[config.mk]
export PLATFORM = sky130hd
export DESIGN_NAME = fma_special_pipe
export DESIGN_NICKNAME = d
export VERILOG_FILES = /design/src/rtl/fma_special_pipe.sv
export SDC_FILE = /design/constraint.sdc
export NUM_CORES = 1
export LEC_CHECK = 0
export ABC_CLOCK_PERIOD_IN_PS = 3400
export BUFFER_PORTS_ARGS = -buffer_cell sky130_fd_sc_hd__clkbuf_2
export CORE_ASPECT_RATIO = 2
export CORE_UTILIZATION = 50
export CTS_BUF_LIST = sky130_fd_sc_hd__clkbuf_8
export DETAILED_ROUTE_END_ITERATION = 8
export HOLD_SLACK_MARGIN = 0.1
export PLACE_DENSITY_LB_ADDON = 0.25
export SYNTH_ARGS = -nofsm -noshare
export SYNTH_HDL_FRONTEND = slang
export SYNTH_SLANG_ARGS = --single-unit
[constraint.sdc]
create_clock -name clk -period 3.4 [get_ports clk]
set_clock_uncertainty 0.2 [all_clocks]
set_input_delay 0.17 -clock clk [delete_from_list [all_inputs] [get_ports clk]]
set_output_delay 0.17 -clock clk [all_outputs]
set_load 0.05 [all_outputs]
[src/rtl/fma_special_pipe.sv]
// fma_special_pipe: registered special-case and exception-flag stage for x*y+z with sticky flag accumulation.
// Ports:
//   clk, reset_n                     clock, asynchronous active-low reset
//   in_valid/in_ready                operand handshake (in_ready = ~out_valid | out_ready)
//   x, y, z, sum                     operands and rounded datapath result
//   nonzero_mant                     rounding lost precision (guard/round/sticky nonzero)
//   nan_prop                         0: canonical NaN, 1: propagate first NaN input quieted
//   out_valid/out_ready              result handshake
//   result, flags, special           final value, {NV,DZ,OF,UF,NX}, special-case indicator
//   fflags_clr, fflags               sticky flag clear and accumulated flags
module fma_special_pipe #(
  parameter int EW = 5,
  parameter int MW = 10
) (
  input  logic             clk,
  input  logic             reset_n,
  input  logic             in_valid,
  output logic             in_ready,
  input  logic [EW+MW:0]   x,
  input  logic [EW+MW:0]   y,
  input  logic [EW+MW:0]   z,
  input  logic [EW+MW:0]   sum,
  input  logic             nonzero_mant,
  input  logic             nan_prop,
  output logic             out_valid,
  input  logic             out_ready,
  output logic [EW+MW:0]   result,
  output logic [4:0]       flags,
  output logic             special,
  input  logic             fflags_clr,
  output logic [4:0]       fflags
);
  localparam int N = 1 + EW + MW;
  localparam logic [N-1:0] QBIT = {{(EW+1){1'b0}}, 1'b1, {(MW-1){1'b0}}};
  localparam logic [N-1:0] CANON = {1'b0, {EW{1'b1}}, 1'b1, {(MW-1){1'b0}}};
  function automatic logic expOnes(input logic [N-1:0] v);
    return &v[N-2:MW];
  endfunction
  function automatic logic isNan(input logic [N-1:0] v);
    return expOnes(v) & (|v[MW-1:0]);
  endfunction
  function automatic logic isSnan(input logic [N-1:0] v);
    return isNan(v) & ~v[MW-1];
  endfunction
  function automatic logic isInf(input logic [N-1:0] v);
    return expOnes(v) & ~(|v[MW-1:0]);
  endfunction
  function automatic logic isZero(input logic [N-1:0] v);
    return ~(|v[N-2:0]);
  endfunction
  logic ps, xInf, yInf, zInf, xZero, yZero, prodInv, prodInf, anyNan, anySnan;
  logic [N-1:0] propNan, resNext;
  logic [4:0] flNext;
  logic spNext, accept, deliver;
  assign ps = x[N-1] ^ y[N-1];
  assign xInf = isInf(x);
  assign yInf = isInf(y);
  assign zInf = isInf(z);
  assign xZero = isZero(x);
  assign yZero = isZero(y);
  assign prodInv = (xZero & yInf) | (xInf & yZero);
  assign prodInf = xInf | yInf;
  assign anyNan = isNan(x) | isNan(y) | isNan(z);
  assign anySnan = isSnan(x) | isSnan(y) | isSnan(z);
  assign propNan = (isNan(x) ? x : isNan(y) ? y : z) | QBIT;
  assign in_ready = ~out_valid | out_ready;
  assign accept = in_valid & in_ready;
  assign deliver = out_valid & out_ready;
  always_comb begin
    resNext = sum;
    flNext = {3'b000, nonzero_mant & ~(|sum[N-2:MW]), nonzero_mant};
    spNext = 1'b0;
    if (anyNan) begin
      resNext = nan_prop ? propNan : CANON;
      flNext = {anySnan | prodInv, 4'b0000};
      spNext = 1'b1;
    end else if (prodInv | (prodInf & zInf & (z[N-1] != ps))) begin
      resNext = CANON;
      flNext = 5'b10000;
      spNext = 1'b1;
    end else if (prodInf) begin
      resNext = {ps, {EW{1'b1}}, {MW{1'b0}}};
      flNext = 5'b00000;
      spNext = 1'b1;
    end else if (zInf) begin
      resNext = z;
      flNext = 5'b00000;
      spNext = 1'b1;
    end else if (xZero | yZero) begin
      resNext = isZero(z) ? {ps & z[N-1], {(N-1){1'b0}}} : z;
      flNext = 5'b00000;
      spNext = 1'b1;
    end else if (expOnes(sum)) begin
      resNext = {sum[N-1], {EW{1'b1}}, {MW{1'b0}}};
      flNext = 5'b00101;
    end
  end
  always_ff @(posedge clk or negedge reset_n) begin
    if (!reset_n) begin
      out_valid <= 1'b0;
      result <= '0;
      flags <= '0;
      special <= 1'b0;
      fflags <= '0;
    end else begin
      if (accept) begin
        out_valid <= 1'b1;
        result <= resNext;
        flags <= flNext;
        special <= spNext;
      end else if (out_ready) begin
        out_valid <= 1'b0;
      end
      // a delivery in the same cycle as a clear survives the clear
      fflags <= (fflags_clr ? 5'b00000 : fflags) | (deliver ? flags : 5'b00000);
    end
  end
endmodule

==> results of run 1 <==
==> what timing repair did <==
action,CTS,global route
hold buffers,33,0
resized for setup,0,0
setup buffers,0,0
endpoints found under the hold margin,46,0
==> flip-flops by register name (all words and copies together) (netlist names) <==
register   flops
result        16
fflags         4
flags          4
out_valid      1
special        1
==> cell usage in the layout, fill, tap and decap left out, types with 6 or more instances in the layout <==
master / n
a21oi_1: 8
dlygate4sd3_1: 33
nor2_1: 27
inv_1: 6
a221o_1: 8
mux2i_1: 14
a22o_1: 8
nand2_1: 14
o21ai_0: 8
clkbuf_2: 97
a211oi_1: 8
dfrtp_1: 26
and3_1: 6
nand3_1: 10
==> through the flow <==
| step | std cells | cell area [µm²] |
|---|---|---|
| floorplan | 204 | 1853 |
| global placement | 341 | 2360 |
| detailed placement | 341 | 2360 |
| CTS | 378 | 2761 |
| finish | 378 | 2761 |
| global route | 378 | 2761 |
==> layer usage <==
metal,GRT usage (%),wire [µm],up-vias
li1,-,-,1024
met1,30.65,2010,993
met2,57.18,3295,104
met3,4.124,305,19
met4,15.70,187,0
met5,0,0,-
==> cells by family (layout without fill, tap and decap cells) <==
logic type / after synthesis / in the layout
buffers and inverters: 16 / 142
xor gates and xnor gates: 1 / 1
and+or+nand+nor: 85 / 85
adders and majority gates: 1 / 1
muxes: 15 / 15
other: 1 / 2
AOI/OAI and AO/OA: 58 / 58
DFF: 26 / 26
==> power groups by stage <==
stage                     Sequential (mW)  Clock (mW)  Combinational (mW)
after floorplan                     0.497           0              0.0889
after global placement              0.372           0               0.324
after detailed placement            0.374           0               0.328
after CTS                           0.367       0.256               0.357
after global routing                0.373       0.265               0.382
final                               0.370       0.252               0.360
==> critical path: cells and delay by family <==
kind / cells / cell delay [ns]
buffers and inverters: 3 / 1.21
AND/OR/NAND/NOR: 2 / 0.79
AO/OA/AOI/OAI: 3 / 0.63
==> area by class of cell <==
type | count | area (µm²) | share of cell area, %
multi-input combinational | 162 | 1126 | 40.78
sequential | 26 | 650.6 | 23.56
clock inverter | 1 | 30.03 | 1.087
timing repair buffer | 132 | 830.8 | 30.09
tap | 48 | 60.06 | 2.175
clock buffer | 3 | 41.29 | 1.495
inverter | 6 | 22.52 | 0.8156
==> worst max-delay path by stage <==
stage                                  endpoint  slack [ns]             startpoint
final                     result[0]$_DFFE_PN0P_        0.55                  z[10]
after global routing      result[0]$_DFFE_PN0P_        0.46                  z[10]
after floorplan           result[0]$_DFFE_PN0P_        0.85  out_valid$_DFFE_PN0P_
after CTS                 result[0]$_DFFE_PN0P_        0.59                  z[10]
after detailed placement  result[6]$_DFFE_PN0P_        1.01                   y[0]
after global placement    result[1]$_DFFE_PN0P_        1.06                   y[0]
==> results.tsv, run 1 <==
metric	value	unit
Total Wirelength	5798	µm
antenna-violating nets left	0	
Synth async-reset ratio	100.0	%
synthesized-area fraction occupied by and/or/nand/nor cells	25.98	%
row count	30	
post-DP HPWL	4330	µm
synth cell count leaders	27 x nor2_1, 26 x dfrtp_1, 14 x mux2i_1, 14 x nand2_1, 10 x nand3_1	
number of CTS-inserted buffers	3	
Starting Density	53.55	%
count leader, synth	nor2_1	
Synth area leader	dfrtp_1	
die area	3961	µm²
fin crit period	2.851	ns
post-synthesis mux area share	8.390	%
CTS H-Tree Depth	1	
drt wl/cell	15.34	µm
Slew HR	57.44	%
Power Internal	0.6239	mW
Max stage delay on crit path	0.55	ns
Max VDD drop	0.2354	mV
Clock power frac	25.7	%
core area	3453	µm²
Place WS	1.008	ns
Critical Path Source Type	input pin	
Net Sw Frac	36.44	%
final setup margin	0.5487	ns
Syn Std Cell Area	1849	µm²
Required @ worst endpoint	3.35	ns
Register-to-Register Path Depth	5	
worst hold endpoint	result[6]$_DFFE_PN0P_	
status	finished, final reports clean	
max cap viols	0	
synth top area cells	dfrtp_1 35%, mux2i_1 7.6%, nor2_1 5.5%	
Worst setup EP type	flop	
drt drc	0	
Pwr Total	0.9817	mW
Max Root-Sink Buffers	2	
Worst Tran Pin Value	0.6383	ns
worst r2r src	out_valid$_DFFE_PN0P_	
Sink Count	26	
Slew Limit Fails	0	
fin nets	403	
Switching Power	0.3578	mW
Vias	2140	
Mapped Cells	203	
GPL Wtd Cong	1.005	
DRT Pass-1 Iters	4	
Slowest-stage cell, CP	or4_1	
Final Hold Slack	0.1015	ns
combinational power share	36.7	%
IO Port Bufs	97	
number of DRC markers in iteration 0	60	
CTS clk-pin slew, worst paths	0.09	ns
filler cell count	237	
Max Freq	0.3507	GHz
hold path depth	3	
Synth Area in Compound Gates	24.97	%
ant diodes	0	
P_leak	1.366	nW
cell mode on critical path	dlygate4sd3_1	
die height	88.01	µm
Area Overhead vs Synth	49.32	%
Min-Delay Path Class	in -> reg	
Core Util, Final	79.96	%
sequential cell area fraction in the yosys report	35.18	%
Syn. warnings	0	
WS Path Type	in -> reg	
post-synthesis xor/xnor area fraction	0.4736	%
Sequential Power Share	37.6	%
most used flip-flop cell after synthesis	dfrtp_1	
RSZ-0062 raised after global routing	false	
Root Buffer	clkbuf_8	
Ports	100	
TritonCTS clock tree	yes	
Post-synth EDFFs	0	
Hold Crit Start	sum[6]	
r2r endpoint	result[0]$_DFFE_PN0P_	
initial antenna violation count	0	
all-layer global routing usage	30.53	%
Congestion Overflow GR	0	
Clock Latency Late Sink	0.27	ns
Synth Register Bits	26	
die width	45.01	µm
share of the synthesized area in the top cell type	35.18	%
Worst Path Max Fanout	9	
CP Data Arrival Time	2.80	ns
Yosys cell types	47	
share of layout cells above drive strength 1	36.36	%
crit path cell chain	dlygate4sd3_1 > clkbuf_2 > or4_1 > nor3_2 > a21oi_4 > a22o_1 > dlygate4sd3_1 > a221o_1	
final hold viol count	0	
Vias per Instance	5.661	
Final period util	83.86	%
r2r setup slk	1.14	ns
vias in the first global route	2085	
largest net degree at the start of global routing	27	
syn_area_per_cell	9.110	µm²
Synth Area in Adders	0.6766	%
first-pass GRT wire length	9004	µm
setup_tns	0	ns
endpoints failing setup	0	
largest family of logic cells by synthesized area	simple AND/OR/NAND/NOR gates	
Power Dens Cells	355.5	nW/µm²
No activity file was read; power rests on OpenSTA's default activity.
==> run 2, diff against run 1 <==
--- a/config.mk
+++ b/config.mk
@@ -5,10 +5,10 @@
 export SDC_FILE = /design/constraint.sdc
 export NUM_CORES = 1
 export LEC_CHECK = 0
-export ABC_CLOCK_PERIOD_IN_PS = 3400
+export ABC_CLOCK_PERIOD_IN_PS = 3000
 export BUFFER_PORTS_ARGS = -buffer_cell sky130_fd_sc_hd__clkbuf_2
 export CORE_ASPECT_RATIO = 2
-export CORE_UTILIZATION = 50
+export CORE_UTILIZATION = 46
 export CTS_BUF_LIST = sky130_fd_sc_hd__clkbuf_8
 export DETAILED_ROUTE_END_ITERATION = 8
 export HOLD_SLACK_MARGIN = 0.1
==> constraint.sdc (replaced) <==
create_clock -name clk -period 3 [get_ports clk]
set_clock_uncertainty 0.2 [all_clocks]
set_input_delay 0.15 -clock clk [delete_from_list [all_inputs] [get_ports clk]]
set_output_delay 0.15 -clock clk [all_outputs]
set_load 0.05 [all_outputs]
==> run 2 against run 1 <==
Sequential cell count stayed put. Combinational power is 14% higher. Worst hold slack better by 0.0037 ns. Worst setup slack worse by 0.36 ns. Clock power is 12% lower. Cell area is 0.18% lower. Sequential share of layout area hardly changed. Power is 6.9% higher. Global-route usage is 1.2 points lower. Utilization is 8.3 points lower. Largest power group unchanged. Highest routed layer unchanged.
==> results.tsv, run 2 (synthesized netlist as in run 1, its figures left out) <==
metric	value	unit
CTS Hold Bufs	33	
Final period util	93.55	%
antenna-violating nets left	0	
WS Path Type	in -> reg	
die area	4293	µm²
Core Util, Final	71.71	%
Pwr Total	1.050	mW
Layout Cells excl Fill	382	
Area Overhead vs Synth	49.05	%
vias in the first global route	2113	
Worst setup EP type	flop	
Regs by FF count	result x16, fflags x4, flags x4	
Total Wirelength	5945	µm
Critical Path Source Type	input pin	
Root Buffer	clkbuf_8	
Max Freq	0.3563	GHz
CP Data Arrival Time	2.76	ns
number of CTS-inserted buffers	3	
Starting Density	48.11	%
fin crit period	2.807	ns
IO Port Bufs	97	
Place WS	0.8001	ns
drt wl/cell	15.56	µm
RSZ-0062 raised after global routing	false	
Worst Tran Pin Value	0.6164	ns
Hold Crit Start	z[3]	
Vias per Instance	5.694	
Clock Latency Late Sink	0.27	ns
Required @ worst endpoint	2.95	ns
all-layer global routing usage	29.35	%
P_leak	1.367	nW
final setup margin	0.1934	ns
Min-Delay Path Class	in -> reg	
r2r setup slk	1.01	ns
ant diodes	0	
worst r2r src	out_valid$_DFFE_PN0P_	
Max Root-Sink Buffers	2	
Vias	2175	
drt drc	0	
number of DRC markers in iteration 0	55	
commonest non-fill, non-tap cells in the layout	97 x clkbuf_2, 33 x dlygate4sd3_1, 27 x nor2_1	
largest net degree at the start of global routing	27	
setup_tns	0	ns
share of layout cells above drive strength 1	36.56	%
GPL Wtd Cong	0.9351	
Sink Count	26	
initial antenna violation count	0	
Congestion Overflow GR	0	
max FFs per register	16	
cts repair resizes	0	
max cap viols	0	
status	finished, final reports clean	
Slew HR	58.91	%
Power Dens Cells	380.8	nW/µm²
Placed Area	2371	µm²
row count	32	
Setup crit end	result[7]$_DFFE_PN0P_	
Worst setup startpoint	z[10]	
filler cell count	327	
TritonCTS clock tree	yes	
postcts setup bufs	0	
fin nets	404	
Ports	100	
endpoints failing setup	0	
core area	3844	µm²
Worst Path Max Fanout	9	
Register-to-Register Path Depth	6	
Slew Limit Fails	0	
commonest non-fill, non-tap cell in the layout	clkbuf_2	
post-DP HPWL	4513	µm
placed cell count	345	
CTS clk-pin slew, worst paths	0.08	ns
final instance area	2756	µm²
Max VDD drop	0.2754	mV
Final Hold Slack	0.1051	ns
r2r endpoint	result[4]$_DFFE_PN0P_	
die height	91.67	µm
Largest Register	result	
die width	46.84	µm
DRT Pass-1 Iters	6	
CTS H-Tree Depth	1	
first-pass GRT wire length	9342	µm
final hold viol count	0	
[run 2: cell type report]
type	count	area (µm²)	share of cell area, %
clock buffers	4	55.05	1.997
repair buffers	133	838.3	30.41
flip-flops and latches	26	650.6	23.60
well taps	51	63.81	2.315
inverters	6	22.52	0.8171
multi-input cells	162	1126	40.85
[run 2: worst min path at each step]
| stage | end | slack, ns | depth (start not counted) |
|---|---|---|---|
| after floorplan | fflags[0]$_DFF_PN0_ | -0.35 | 0 |
| after global placement | result[11]$_DFFE_PN0P_ | -0.01 | 1 |
| after detailed placement | result[11]$_DFFE_PN0P_ | -0.008 | 1 |
| after CTS | result[3]$_DFFE_PN0P_ | 0.10 | 3 |
| after global routing | result[15]$_DFFE_PN0P_ | 0.12 | 3 |
| final | result[3]$_DFFE_PN0P_ | 0.11 | 3 |
[run 2: where the power goes]
group / total, mW / switching, mW / leakage [nW] / internal (mW)
sequential: 0.419 / 0.0281 / 0.318 / 0.391
combinational: 0.409 / 0.270 / 1.02 / 0.140
clock: 0.222 / 0.105 / 0.0288 / 0.117
[run 2: worst max-delay path, cell delays in order]
cell           delay (ns)
dlygate4sd3_1        0.53
clkbuf_2             0.13
or4_1                0.54
nor3_2               0.23
a21oi_4              0.10
a22o_1               0.18
dlygate4sd3_1        0.56
a221o_1              0.33
[run 2: per-layer routing]
metal | wire, µm | part of all wire (%) | vias up | global-route usage, %
li1 | - | - | 1022 | -
met1 | 2108 | 35 | 1048 | 30.36
met2 | 3418 | 57 | 91 | 54.05
met3 | 232 | 3.9 | 14 | 2.953
met4 | 186 | 3.1 | 0 | 13.10
met5 | 0 | 0 | - | 0
